--- src/rtl/restoring_divider_pkg.sv ---
// Shared definitions for the restoring divider: FSM state encoding.
package restoring_divider_pkg;

   typedef enum logic [1:0] {
      IDLE = 2'd0,
      CALC = 2'd1,
      DONE = 2'd2
   } state_t;

endpackage

--- src/rtl/restoring_divider_ripple_subtractor.sv ---
// Ripple-carry subtractor: computes a - b as a + ~b + 1 over a chain of full adders.

module full_adder (
   input  logic a_i,
   input  logic b_i,
   input  logic c_i,
   output logic s_o,
   output logic c_o
);

   // One bit of sum and carry.
   always_comb begin
      s_o = a_i ^ b_i ^ c_i;
      c_o = (a_i & b_i) | (a_i & c_i) | (b_i & c_i);
   end

endmodule

module ripple_subtractor #(
   parameter int N = 5
) (
   input  logic [N-1:0] a_i,
   input  logic [N-1:0] b_i,
   output logic [N-1:0] diff_o,
   output logic         borrow_o
);

   logic [N:0]   carry;
   logic [N-1:0] b_inv;

   assign b_inv    = ~b_i;
   // The +1 of the two's complement negation enters as the initial carry.
   assign carry[0] = 1'b1;
   // No carry out of the top bit means a < b.
   assign borrow_o = ~carry[N];

   for (genvar i = 0; i < N; i++) begin : g_bit
      full_adder u_fa (
         .a_i (a_i[i]),
         .b_i (b_inv[i]),
         .c_i (carry[i]),
         .s_o (diff_o[i]),
         .c_o (carry[i+1])
      );
   end

endmodule

--- src/rtl/restoring_divider.sv ---
// Sequential unsigned restoring divider with a start/done handshake.
// One shift plus one trial subtraction per clock; WIDTH iterations per division.

module restoring_divider
   import restoring_divider_pkg::*;
#(
   parameter int WIDTH = 4
) (
   input  logic             clock,
   input  logic             resetn,
   input  logic             start,
   input  logic [WIDTH-1:0] dividend,
   input  logic [WIDTH-1:0] divisor,
   output logic             busy,
   output logic             done,
   output logic [WIDTH-1:0] quotient,
   output logic [WIDTH-1:0] remainder,
   output logic             div_by_zero
);

   localparam int CNT_W = (WIDTH > 1) ? $clog2(WIDTH) : 1;
   localparam logic [CNT_W-1:0] LAST_ITER = CNT_W'(WIDTH - 1);

   state_t           state_q, state_d;
   logic [CNT_W-1:0] count_q, count_d;
   logic [WIDTH:0]   a_q, a_d;            // partial remainder, one guard bit
   logic [WIDTH-1:0] q_q, q_d;            // dividend shifting out, quotient shifting in
   logic [WIDTH-1:0] divisor_q, divisor_d;
   logic [WIDTH-1:0] quotient_q, quotient_d;
   logic [WIDTH-1:0] remainder_q, remainder_d;
   logic             dbz_q, dbz_d;
   logic             busy_q, busy_d;
   logic             done_q, done_d;

   logic [WIDTH:0]   a_shift;
   logic [WIDTH-1:0] q_shift;
   logic [WIDTH:0]   diff;
   logic             borrow;

   // {A,Q} shifted left by one: the dividend MSB moves into A.
   assign a_shift = {a_q[WIDTH-1:0], q_q[WIDTH-1]};
   assign q_shift = {q_q[WIDTH-2:0], 1'b0};

   ripple_subtractor #(.N(WIDTH + 1)) u_sub (
      .a_i      (a_shift),
      .b_i      ({1'b0, divisor_q}),
      .diff_o   (diff),
      .borrow_o (borrow)
   );

   // Next-state, datapath and registered-output logic.
   always_comb begin
      // NOTE: every _d starts as its _q so no path leaves a signal unassigned (no latches).
      state_d     = state_q;
      count_d     = count_q;
      a_d         = a_q;
      q_d         = q_q;
      divisor_d   = divisor_q;
      quotient_d  = quotient_q;
      remainder_d = remainder_q;
      dbz_d       = dbz_q;

      case (state_q)
         IDLE, DONE: begin
            state_d = IDLE;
            if (start) begin
               q_d       = dividend;
               divisor_d = divisor;
               a_d       = '0;
               count_d   = '0;
               dbz_d     = 1'b0;
               if (divisor == '0) begin
                  quotient_d  = '1;
                  remainder_d = dividend;
                  dbz_d       = 1'b1;
                  state_d     = DONE;
               end else begin
                  state_d = CALC;
               end
            end
         end
         CALC: begin
            // A borrow is the same as a negative trial difference, since A stays below divisor.
            if (borrow) begin
               a_d = a_shift;
               q_d = {q_shift[WIDTH-1:1], 1'b0};
            end else begin
               a_d = diff;
               q_d = {q_shift[WIDTH-1:1], 1'b1};
            end
            count_d = count_q + 1'b1;
            if (count_q == LAST_ITER) begin
               quotient_d  = q_d;
               remainder_d = a_d[WIDTH-1:0];
               state_d     = DONE;
            end
         end
         default: state_d = IDLE;
      endcase

      busy_d = (state_d == CALC);
      done_d = (state_d == DONE);
   end

   // State and datapath registers with synchronous active-low reset.
   always_ff @(posedge clock) begin
      if (!resetn) begin
         state_q     <= IDLE;
         count_q     <= '0;
         a_q         <= '0;
         q_q         <= '0;
         divisor_q   <= '0;
         quotient_q  <= '0;
         remainder_q <= '0;
         dbz_q       <= 1'b0;
         busy_q      <= 1'b0;
         done_q      <= 1'b0;
      end else begin
         // NOTE: non-blocking assignments so every register samples pre-edge values.
         state_q     <= state_d;
         count_q     <= count_d;
         a_q         <= a_d;
         q_q         <= q_d;
         divisor_q   <= divisor_d;
         quotient_q  <= quotient_d;
         remainder_q <= remainder_d;
         dbz_q       <= dbz_d;
         busy_q      <= busy_d;
         done_q      <= done_d;
      end
   end

   assign busy        = busy_q;
   assign done        = done_q;
   assign quotient    = quotient_q;
   assign remainder   = remainder_q;
   assign div_by_zero = dbz_q;

endmodule

--- config.mk ---
export PLATFORM = sky130hd
export DESIGN_NAME = restoring_divider
export DESIGN_NICKNAME = d
export VERILOG_FILES = /design/src/rtl/restoring_divider_pkg.sv /design/src/rtl/restoring_divider_ripple_subtractor.sv /design/src/rtl/restoring_divider.sv
export SDC_FILE = /design/constraint.sdc
export NUM_CORES = 1
export LEC_CHECK = 0
export CORE_UTILIZATION = 25
export CTS_BUF_LIST = sky130_fd_sc_hd__clkbuf_2 sky130_fd_sc_hd__clkbuf_4 sky130_fd_sc_hd__clkbuf_8
export DETAILED_ROUTE_END_ITERATION = 16
export PLACE_DENSITY = 0.48
export SYNTH_ARGS = -nofsm -noshare
export SYNTH_HDL_FRONTEND = slang
export SYNTH_SLANG_ARGS = --single-unit
--- constraint.sdc ---
create_clock -name clock -period 3.3 [get_ports clock]
set_input_delay 0.495 -clock clock [delete_from_list [all_inputs] [get_ports clock]]
set_output_delay 0.495 -clock clock [all_outputs]
set_load 0.01 [all_outputs]
; After elaboration in Yosys (flattened, before gate mapping)
; Cells that the tools add are included.
[op_classes]
addsub = 1
n_mul = 0
div_mod_pow = 0
order_cmp = 0
n_eq_ne = 8
shift = 0
n_mux = 21
n_bitwise = 32
n_reduce_logical = 7
[ops]
columns = cell, n
row1 = $mux W4, 9
row2 = $pmux W4 S2, 4
row3 = $and A1 B1 Y1, 13
row4 = $or A1 B1 Y1, 10
row5 = $mux W2, 4
row6 = $pmux W2 S2, 2
row7 = $xor A1 B1 Y1, 7
row8 = $eq A2 B2 Y1 const B, 3
row9 = $ne A2 B2 Y1 const B, 3
row10 = $not A4 Y5, 1
row11 = $eq A2 B1 Y1 const B, 2
row12 = $logic_not A4 Y1, 1
row13 = $reduce_and A2 Y1, 2
row14 = $reduce_and A4 Y1, 1
row15 = $add A2 B1 Y2 const B, 1
row16 = $logic_not A2 Y1, 1
row17 = $mux W1, 2
row18 = $reduce_bool A2 Y1, 1
row19 = $reduce_or A2 Y1, 1
row20 = $not A1 Y1, 1
[totals]
register_bits = 27
latch_bits = 0
mem_bits_rw = 0
romBits = 0
input_bits = 11
out_inout_bits = 11
word_cells = 79
mem_count = 0

; Logic depth before layout (Yosys ltp)
; Gate-level depths: netlist (run 1).
[depth]
depth_word = 19
mapped_depth = 11
mapped_depth_nobuf = 11

; Hierarchy
; Synthesis (run 1) repeated with hierarchy kept, for this count alone.
[hier_totals]
cells_unflattened = 139
hier_area_um2 = 1311.3
[by_module_without_submodules]
columns = module, instances, cells_per_inst, area_each_um2, seq_area_each_um2
row1 = restoring_divider, 1, 127, 1184.9, 540.5
row2 = full_adder, 5, 1, 20.0, 0.0
row3 = ripple_subtractor, 1, 7, 26.3, 0.0

; Least setup slack after synthesis (run 1)
; Ideal clock, no wire load.
[synth_timing]
kind = flip-flop to flip-flop
start = register q_q[3]
end = register a_q[1]
arrival_time_ns = 2.248
required_time_ns = 3.242
slack_ns = 0.993
path_stages_with_launch = 12
synth_period_minus_slack_ns = 2.307
cell_sequence = dfxtp_1 -> inv_1 -> ha_1 -> inv_1 -> fa_1 -> inv_1 -> fa_1 -> inv_1 -> fa_1 -> or3b_1 -> a21oi_1 -> o21a_1
[synth_between]
elab_chain_cells = 17
elab_cells_between_ends = 22
[synth_lines]
columns = element, line
row1 = from (decl), restoring_divider.sv:27  ; logic [WIDTH-1:0] q_q, q_d;
row2 = from (signal assigned), restoring_divider.sv:123  ; q_q <= q_d;
row3 = $and A1 B1 Y1, restoring_divider_ripple_subtractor.sv:14  ; c_o = (a_i & b_i) | (a_i & c_i) | (b_i & c_i);
row4 = $or A1 B1 Y1 (*) (2 in series), restoring_divider_ripple_subtractor.sv:14
row5 = $and A1 B1 Y1, restoring_divider_ripple_subtractor.sv:14
row6 = $or A1 B1 Y1 (2 in series), restoring_divider_ripple_subtractor.sv:14
row7 = $and A1 B1 Y1, restoring_divider_ripple_subtractor.sv:14
row8 = $or A1 B1 Y1 (2 in series), restoring_divider_ripple_subtractor.sv:14
row9 = $and A1 B1 Y1, restoring_divider_ripple_subtractor.sv:14
row10 = $or A1 B1 Y1 (2 in series), restoring_divider_ripple_subtractor.sv:14
row11 = $and A1 B1 Y1, restoring_divider_ripple_subtractor.sv:14
row12 = $or A1 B1 Y1 (2 in series), restoring_divider_ripple_subtractor.sv:14
row13 = $mux W4 (*), restoring_divider.sv:84  ; if (borrow) begin
row14 = $pmux W4 S2 (*), restoring_divider.sv:63  ; case (state_q)
row15 = to (signal assigned), restoring_divider.sv:110  ; a_q <= '0;
row16 = to (signal assigned), restoring_divider.sv:122  ; a_q <= a_d;
row17 = to (decl), restoring_divider.sv:26  ; logic [WIDTH:0] a_q, a_d;
; Mark *: on every way between the ends. The rest lies on a longest branch, timed or not.
; A chain may end at the register's enable or synchronous reset.

; Worst setup path after layout (run 1)
[layout_timing]
start = register q_q[3]
end = register a_q[3]
[layout_between]
elab_chain_cells = 17
elab_cells_between_ends = 22
[layout_lines]
columns = element, line
row1 = $and A1 B1 Y1, restoring_divider_ripple_subtractor.sv:14
row2 = $or A1 B1 Y1 (*) (2 in series), restoring_divider_ripple_subtractor.sv:14
row3 = $and A1 B1 Y1, restoring_divider_ripple_subtractor.sv:14
row4 = $or A1 B1 Y1, restoring_divider_ripple_subtractor.sv:14
row5 = $or A1 B1 Y1 (*), restoring_divider_ripple_subtractor.sv:14
row6 = $and A1 B1 Y1, restoring_divider_ripple_subtractor.sv:14
row7 = $or A1 B1 Y1, restoring_divider_ripple_subtractor.sv:14
row8 = $or A1 B1 Y1 (*), restoring_divider_ripple_subtractor.sv:14
row9 = $and A1 B1 Y1, restoring_divider_ripple_subtractor.sv:14
row10 = $or A1 B1 Y1 (2 in series), restoring_divider_ripple_subtractor.sv:14
row11 = $and A1 B1 Y1, restoring_divider_ripple_subtractor.sv:14
row12 = $or A1 B1 Y1 (2 in series), restoring_divider_ripple_subtractor.sv:14
row13 = $mux W4 (*), restoring_divider.sv:84
row14 = $pmux W4 S2 (*), restoring_divider.sv:63
; Marked as above.

==> metrics.csv, run 1 <==
metric;value;unit
status;finished clean;
main flop type after synthesis;dfxtp_1;
die width;73.8;um
Lkg Pwr;0.609;nW
Hold WC Path Type;flop to flop;
CP Launch Type;flop;
Switching Fraction;28.8;%
footprint of the multi-input gates;651;um^2
CP dominant cell by count;inv_1;
Yosys cell types;34;
CTS root buffer;clkbuf_8;
synthesized area;1290;um^2
worst-skew pair later-pin latency;0.27;ns
register bit total from synthesis;27;
largest net degree at the start of global routing;19;
Comb pwr share;17.5;%
most frequent cells in the layout;dfxtp_1 (27), nand2_1 (21), clkdlybuf4s50_1 (21);
cts repair resizes;0;
Clock Sinks;27;
DRT Pass-1 Iters;4;
drt drc;0;
Max Cap Viol;0;
H-tree Lvls;1;
Critical-path top delay cell;fa_1;
commonest non-fill, non-tap cell in the layout;dfxtp_1;
Layout fillers;513;
routed via count;1057;
core area;4850;um^2
RSZ-0062 raised after global routing;no;
total track usage;12.1;%
setup TNS;0;ns
Synthesized Nets;158;
number of diodes;0;
routed wire length;2960;um
Synth warnings;0;
Worst EP required;3.52;ns
Period minus WS final;2.52;ns
Worst Tran Pin Value;0.692;ns
post-synthesis cell count;142;
Iter 0 DRT Violations;50;
synth top area cells;dfxtp_1 (42%), nand2_1 (6.1%), fa_1 (4.7%);
register area;541;um^2
GR Overflow Total;0;
top-level I/O count;22;
fin. max-slew vios;0;
Hold Violations, Final;0;
first-pass GRT wire length;5090;um
top routing layer in use;met4;
die area;5440;um^2
area leader, netlist;dfxtp_1;
deepest clock path buffer count;2;
register area share after synthesis;42.0;%
number of flops mapped to enable cells by yosys;0;
top-area cell type share of the netlist area;42.0;%
switching power total;0.194;mW
buffer count from post-CTS setup fixing;0;
crit path DAT;2.74;ns
worst path bufs/invs;4;
clk slew on worst S/H paths;0.11;ns
CP cell instances;inv_1, ha_1, inv_1, fa_1, inv_1, fa_1, inv_1, fa_1, or3b_1, a21oi_1, o21a_1;
area delta synth->final;22.6;%
RePlAce Congestion;0.806;
WL met3;108;um
Avg Cell Area, Syn;9.07;um^2
Max rail drop VDD;0.185;mV
wire per inst;13.2;um
Reg power frac;53.1;%
Clk pwr share;29.4;%
ys async rst share;0;%
fmax;0.397;GHz
Layout Nets;175;
PortBufs;21;
max incr delay on CP;0.50;ns
Hold Slack;0.463;ns
Max-slew headroom;53.8;%
die height;73.8;um
hpwl dp;2190;um
pwr/cell area;427;nW/um^2
Post-DRT Antenna Nets;0;
CTS buffer count;3;
CTS tree;done;
initial antenna violation count;0;
metal2 WL;1420;um
P_int;0.480;mW
Initial Utilization;26.6;%
FP Rows;25;
Worst Path Max Fanout;9;
Final Skew;0.00859;ns
layout cell share with drive strength beyond 1;5.06;%
CP Class;flop to flop;
setup violators final;0;
Worst Setup End Kind;flop;
Final period util;76.4;%
via count of the first global-routing pass;1083;
met1 WL;1400;um
cell family with most CP delay;adder cells;
overall power;0.674;mW
via/cell ratio;4.70;
hold_buf cts;0;
metal layers:
| layer | vias to the layer above | track usage (%) |
|---|---|---|
| met5 | - | 0 |
| met4 | 0 | 3.85 |
| met3 | 2 | 2.33 |
| met2 | 12 | 21.0 |
| met1 | 507 | 15.1 |
| li1 | 536 | - |
synth_stat cells (2+ instances only):
cell type / n
and2_1: 2
nor3_1: 2
or4bb_1: 3
o311ai_0: 2
a21oi_1: 11
nand3_1: 6
o21a_1: 2
o211a_1: 3
a31oi_1: 3
a311oi_1: 2
a41o_1: 2
buf_6: 2
nand2_1: 21
inv_1: 8
nor2_1: 3
o21ai_1: 3
dfxtp_1: 27
buf_2: 5
a211oi_1: 6
clkbuf_1: 3
fa_1: 3
ha_1: 2
or3b_1: 2
nand2b_1: 5
o21ai_0: 5
cell type report:
type / count / share of cell area, %
clock buffers: 3 / 2.61
clock inverters: 1 / 0.475
inverters: 8 / 1.90
multi-input cells: 96 / 41.2
flip-flops and latches: 27 / 34.2
well taps: 67 / 5.31
repair buffers: 23 / 14.3
flip-flops by register name (all words and copies together), names as in the netlist:
register	count
a_q	4
divisor_q	4
q_q	4
quotient	4
remainder	4
count_q	2
state_q	2
busy	1
div_by_zero	1
done	1
through the flow:
step	setup WS, ns	area (um^2)	cells	utilization [%]
floorplan	0.993	1290	142	-
global placement	0.843	1530	221	31.6
detailed placement	0.788	1530	221	31.6
CTS	0.772	1580	225	32.6
global route	0.512	1580	225	32.6
finish	0.779	1580	225	32.6
kinds of logic (layout without fill, tap and decap cells):
| family | count (synthesis) | count (layout) | share of synthesized area (%) |
|---|---|---|---|
| buf+inv | 19 | 35 | 7.48 |
| flops | 27 | 27 | 42.0 |
| simple gates | 49 | 49 | 21.4 |
| compound gates | 42 | 42 | 22.5 |
| fa+ha+maj | 5 | 5 | 6.61 |
path summary, 6_finish.rpt:
path,startpoint,endpoint,slack [ns],cells after the start
worst max register to register,q_q[3],a_q[3],0.78,11
worst min register to register,divisor_q[3],divisor_q[3],0.46,2
worst max-delay path,q_q[3],a_q[3],0.78,11
worst min-delay path,divisor_q[3],divisor_q[3],0.46,2
power groups by stage:
stage	Clock [mW]	Combinational [mW]	Sequential, mW
global placement	0	0.116	0.364
floorplan	0	0.0791	0.362
global route	0.211	0.134	0.361
detailed placement	0	0.118	0.365
CTS	0.203	0.118	0.358
finish	0.198	0.118	0.358
worst min-delay path: cells and delay by family (launching register included):
kind	cells	cell delay [ns]
AO/OA/AOI/OAI	1	0.05
flip-flops	1	0.32
AND/OR/NAND/NOR	1	0.05
Power figures use the tool's default switching activity.
==> run 2: changes to the inputs <==
Settings changed: PLACE_DENSITY 0.48 to 0.49.
Clock period 3.3 ns to 2.1 ns, I/O delays scaled along.
==> run 2 against run 1 <==
The flow now finishes with violations (setup timing). Global-route usage is 1.9 points higher. Critical path depth unchanged. Combinational power increased to 2.6 times the previous value. Sequential power increased by 59%. Fmax increased by 7.2%. First-iteration DRC count up 2.0%. Clock skew down 0.0042 ns. Count of clock-buffer cells in the layout grew 1. Core utilization increased by 4.1 points. Largest cell class unchanged. Highest routed layer unchanged.
==> metrics.csv, run 2 (synthesis results as in run 1) <==
metric;value;unit;change
status;complete, but fails checks;;
failing checks;setup timing;;
CP startpoint;q_q[3];;
fmax;0.425;GHz;+7.2%
pwr/cell area;678;nW/um^2;+59%
Post-DRT Antenna Nets;0;;unchanged
Final period util;112;%;+36 points
Placed Area;1610;um^2;+5.4%
Worst EP required;2.33;ns;-1.19 ns
Hold Violations, Final;0;;unchanged
Worst Setup End Kind;flop;;
FP Rows;25;;unchanged
routed wire length;3430;um;+16%
Final WS setup;-0.251;ns;-1.03 ns
GR Overflow Total;0;;unchanged
Worst R2R End;a_q[1];;
top-level I/O count;22;;unchanged
CP cell instances;inv_2, ha_4, inv_2, fa_2, inv_2, fa_2, inv_2, fa_2, or3b_4, a21oi_2, o21a_1;;
CP dominant cell by count;inv_2;;
CTS root buffer;clkbuf_8;;
Critical-path top delay cell;fa_2;;
CTS tree;done;;
Max rail drop VDD;0.253;mV;+37%
initial antenna violation count;0;;unchanged
worst r2r path cells;11;;unchanged
hold_sp;div_by_zero;;
Initial Utilization;26.6;%;unchanged
setup violators final;10;;+10
deepest clock path buffer count;2;;unchanged
max incr delay on CP;0.46;ns;-0.04 ns
H-tree Lvls;1;;unchanged
worst-skew pair later-pin latency;0.28;ns;about the same
clk slew on worst S/H paths;0.10;ns;about the same
largest net degree at the start of global routing;19;;unchanged
Layout fillers;490;;-4.5%
hpwl dp;2380;um;+8.6%
drt drc;0;;unchanged
DRT Pass-1 Iters;4;;unchanged
crit path DAT;2.58;ns;-0.16 ns
Final Skew;0.00437;ns;-0.00422 ns
number of diodes;0;;unchanged
overall power;1.20;mW;+78%
routed via count;1138;;+7.7%
die width;73.8;um;unchanged
core area;4850;um^2;unchanged
die area;5440;um^2;unchanged
hold_buf cts;0;;unchanged
via/cell ratio;4.86;;+3.5%
commonest non-fill, non-tap cell in the layout;dfxtp_1;;
Lkg Pwr;0.672;nW;+10%
wire per inst;14.7;um;+11%
Period minus WS final;2.35;ns;-0.170 ns
layout cell share with drive strength beyond 1;24.6;%;+19 points
CTS buffer count;3;;unchanged
Clock Sinks;27;;unchanged
fin. max-slew vios;0;;unchanged
die height;73.8;um;unchanged
area delta synth->final;37.9;%;
CP Class;flop to flop;;
PortBufs;21;;unchanged
reg-to-reg startpoint;q_q[3];;
most frequent cells in the layout;dfxtp_1 (25), nand2_1 (21), clkdlybuf4s50_1 (21);;
fin area;1780;um^2;+12%
Hold WC Path Type;flop to flop;;
Layout Nets;184;;+5.1%
total track usage;14.0;%;+1.9 points
Worst Path Max Fanout;6;;-3
Iter 0 DRT Violations;51;;+2.0%
first-pass GRT wire length;5620;um;+10%
CP Launch Type;flop;;
via count of the first global-routing pass;1137;;+5.0%
Max Cap Viol;0;;unchanged
RSZ-0062 raised after global routing;yes;;
Worst Tran Pin Value;0.745;ns;+0.0523 ns
Critical Path End;a_q[1];;
Max-slew headroom;50.4;%;-3.5 points
RePlAce Congestion;0.844;;+4.8%
R2R Setup Slk;-0.25;ns;-1.03 ns
-- run 2: changes by cell type in the layout (fill, tap and decap cells not counted), moves of 3 or more --
cell     previous run  this run
buf_4               2        10
inv_1               8         4
inv_2               0         4
o21ai_0             5         1
a21oi_1            11         8
a21oi_2             0         3
fa_1                3         0
fa_2                0         3
o21ai_4             0         3
-- run 2: final cells by class --
cell class,instances,area (um^2),area share (%)
clock buffers,4,48.8,2.75
inverters,8,30.0,1.69
multi-input cells,96,773,43.6
flip-flops and latches,27,543,30.6
well taps,67,83.8,4.72
repair buffers,32,297,16.7
-- run 2: repair_timing --
item,CTS,global route
buffers inserted,2,1
pin swaps,8,7
endpoints found under the setup margin,8,10
gates resized for setup,25,3
-- run 2: worst min path at each step --
stage	endpoint	depth (start not counted)
finish	div_by_zero	2
global route	div_by_zero	2
CTS	div_by_zero	2
detailed placement	div_by_zero	2
global placement	div_by_zero	2
floorplan	divisor_q[1]	2
-- run 2: per-stage QoR --
stage	utilization [%]	cells	hold WS [ns]	setup WS [ns]	TNS, ns
after CTS	36.2	234	0.468	-0.200	-1.30
final	36.6	234	0.465	-0.251	-1.95
after global placement	33.3	229	0.447	-0.205	-1.29
after global routing	36.6	234	0.491	-0.320	-2.80
after detailed placement	33.3	229	0.451	-0.320	-1.74
after floorplan	-	142	0.436	-0.105	-0.411
-- run 2: critical path, delay by kind of cell (launching register included) --
| kind | cells | cell delay, ns |
|---|---|---|
| buffers and inverters | 4 | 0.18 |
| flip-flops | 1 | 0.34 |
| adder cells (fa/ha/maj) | 4 | 1.07 |
| AO/OA/AOI/OAI | 2 | 0.27 |
| AND/OR/NAND/NOR | 1 | 0.43 |
-- run 2: layer usage --
| layer | share of wire, % | vias up | global-route usage (%) | wire length [um] |
|---|---|---|---|---|
| met1 | 44 | 560 | 18.0 | 1520 |
| met2 | 50 | 25 | 22.9 | 1720 |
| met5 | 0 | - | 0 | 0 |
| met4 | 1.4 | 0 | 5.98 | 47 |
| li1 | - | 549 | - | - |
| met3 | 4.4 | 4 | 2.61 | 150 |
-- run 2: where the power goes --
| part | leakage, nW | switching [mW] | total (mW) | internal, mW |
|---|---|---|---|---|
| registers | 0.221 | 0.0284 | 0.569 | 0.541 |
| clock network | 0.0262 | 0.176 | 0.325 | 0.150 |
| logic | 0.425 | 0.164 | 0.309 | 0.144 |
==> run 3: changes to the inputs <==
Settings changed: SKIP_LAST_GASP set to 1.
==> run 3 against run 2 <==
The flow still finishes with violations (setup timing). Largest cell class unchanged. Clock skew barely moved. Die area unchanged. Critical path type unchanged. Final area fell by 0.85%. Highest routed layer unchanged. Count of clock-buffer cells in the layout is the same. Critical endpoint unchanged. Critical path depth unchanged. Worst setup slack better by 0.0026 ns. Fmax is 0.11% higher. Global-route usage rose by 0.058 points. Sequential share of layout area rose by 0.26 points. Clock power barely moved. Cell count shrank 0.43%.
==> metrics.csv, run 3 (synthesis results as in run 1) <==
metric;value;unit;change
top-level I/O count;22;;unchanged
status;complete, but fails checks;;
CP dominant cell by count;inv_2;;
setup violators final;10;;unchanged
die width;73.8;um;unchanged
fmax;0.426;GHz;+0.11%
fin. max-slew vios;0;;unchanged
deepest clock path buffer count;2;;unchanged
routed wire length;3400;um;-1.1%
crit path DAT;2.58;ns;about the same
Max rail drop VDD;0.253;mV;+0.16%
drt drc;0;;unchanged
hold_sp;div_by_zero;;
failing checks;setup timing;;
routed via count;1139;;+0.088%
CP cell instances;inv_2, ha_4, inv_2, fa_2, inv_2, fa_2, inv_2, fa_2, or3b_4, a21oi_2, o21a_1;;
wire per inst;14.6;um;-0.71%
layout cell share with drive strength beyond 1;22.9;%;-1.7 points
Critical-path top delay cell;fa_2;;
die height;73.8;um;unchanged
Period minus WS final;2.35;ns;-0.00260 ns
Worst Path Max Fanout;6;;unchanged
total track usage;14.1;%;+0.058 points
area delta synth->final;36.7;%;
via/cell ratio;4.89;;+0.52%
Final Skew;0.00396;ns;-0.000405 ns
fin area;1760;um^2;-0.85%
worst-skew pair later-pin latency;0.28;ns;about the same
CTS tree;done;;
PortBufs;21;;unchanged
Lkg Pwr;0.666;nW;-0.93%
commonest non-fill, non-tap cell in the layout;dfxtp_1;;
Cell Count, Final, Fillers Out;233;;-0.43%
CP Class;flop to flop;;
number of diodes;0;;unchanged
Final period util;112;%;-0.12 points
first-pass GRT wire length;5650;um;+0.50%
Max Cap Viol;0;;unchanged
reg-to-reg startpoint;q_q[3];;
most frequent cells in the layout;dfxtp_1 (25), nand2_1 (21), clkdlybuf4s50_1 (21);;
Worst EP required;2.33;ns;about the same
Hold Violations, Final;0;;unchanged
max incr delay on CP;0.46;ns;about the same
setup TNS;-1.78;ns;+0.173 ns
Placed Area;1610;um^2;unchanged
pwr/cell area;678;nW/um^2;about the same
CP Launch Type;flop;;
initial antenna violation count;0;;unchanged
FP Rows;25;;unchanged
overall power;1.19;mW;-0.76%
cell family with most CP delay;adder cells;;
Post-DRT Antenna Nets;0;;unchanged
Max-slew headroom;48.9;%;-1.4 points
DRT Pass-1 Iters;4;;unchanged
worst path bufs/invs;4;;unchanged
Worst Setup End Kind;flop;;
CTS root buffer;clkbuf_8;;
hold_buf cts;0;;unchanged
die area;5440;um^2;unchanged
largest net degree at the start of global routing;19;;unchanged
Hold Slack;0.466;ns;+0.000647 ns
Layout Nets;183;;-0.54%
Iter 0 DRT Violations;55;;+7.8%
GR Overflow Total;0;;unchanged
Final WS setup;-0.249;ns;+0.00260 ns
Clock Sinks;27;;unchanged
CTS buffer count;3;;unchanged
Worst Tran Pin Value;0.766;ns;+0.0214 ns
worst slack, placed;-0.320;ns;unchanged
final core utilization;36.3;%;-0.31 points
Hold WC Path Type;flop to flop;;
RSZ-0062 raised after global routing;yes;;
CP startpoint;q_q[3];;
RePlAce Congestion;0.844;;unchanged
hpwl dp;2380;um;unchanged
Placed Instances;229;;unchanged
via count of the first global-routing pass;1140;;+0.26%
H-tree Lvls;1;;unchanged
Initial Utilization;26.6;%;unchanged
clk slew on worst S/H paths;0.10;ns;about the same
core area;4850;um^2;unchanged
## run 3: layer usage
metal / routed length (um) / part of all wire, % / track usage, % / vias to the layer above
met5: 0 / 0 / 0 / -
met4: 51 / 1.5 / 5.98 / 0
met3: 150 / 4.4 / 2.61 / 5
met2: 1650 / 49 / 23.1 / 30
met1: 1540 / 45 / 18.0 / 554
li1: - / - / - / 550
## run 3: final timing paths
path | to | slack (ns) | depth (start not counted)
worst max register to register | a_q[1] | -0.25 | 11
worst min-delay path | div_by_zero | 0.47 | 2
worst max-delay path | a_q[1] | -0.25 | 11
worst min register to register | div_by_zero | 0.47 | 2
## run 3: final cells by class
cell class	count	area, um^2
fill	491	3090
multi-input combinational	96	766
sequential	27	543
timing repair buffer	31	289
tap	67	83.8
clock buffer	4	48.8
inverter	8	30.0
## run 3: power breakdown
group	switching (mW)	leakage (nW)	internal (mW)	total, mW
clock	0.176	0.0262	0.149	0.325
sequential	0.0286	0.221	0.541	0.570
combinational	0.161	0.418	0.138	0.299
## run 3: repair_timing
item | 4_1_cts | 5_1_grt
endpoints found under the hold margin | 0 | 0
buffers inserted | 2 | 0
gates cloned | 0 | 0
resized for setup | 23 | 3
setup endpoints to repair | 8 | 10
pin swaps | 8 | 5
## run 3: worst register-to-register path, cell delays in order, from the launching register on
cell     delay, ns
dfxtp_2       0.34
inv_2         0.05
ha_4          0.11
inv_2         0.03
fa_2          0.32
inv_2         0.06
fa_2          0.18
inv_2         0.04
fa_2          0.46
or3b_4        0.43
a21oi_2       0.13
o21a_1        0.14
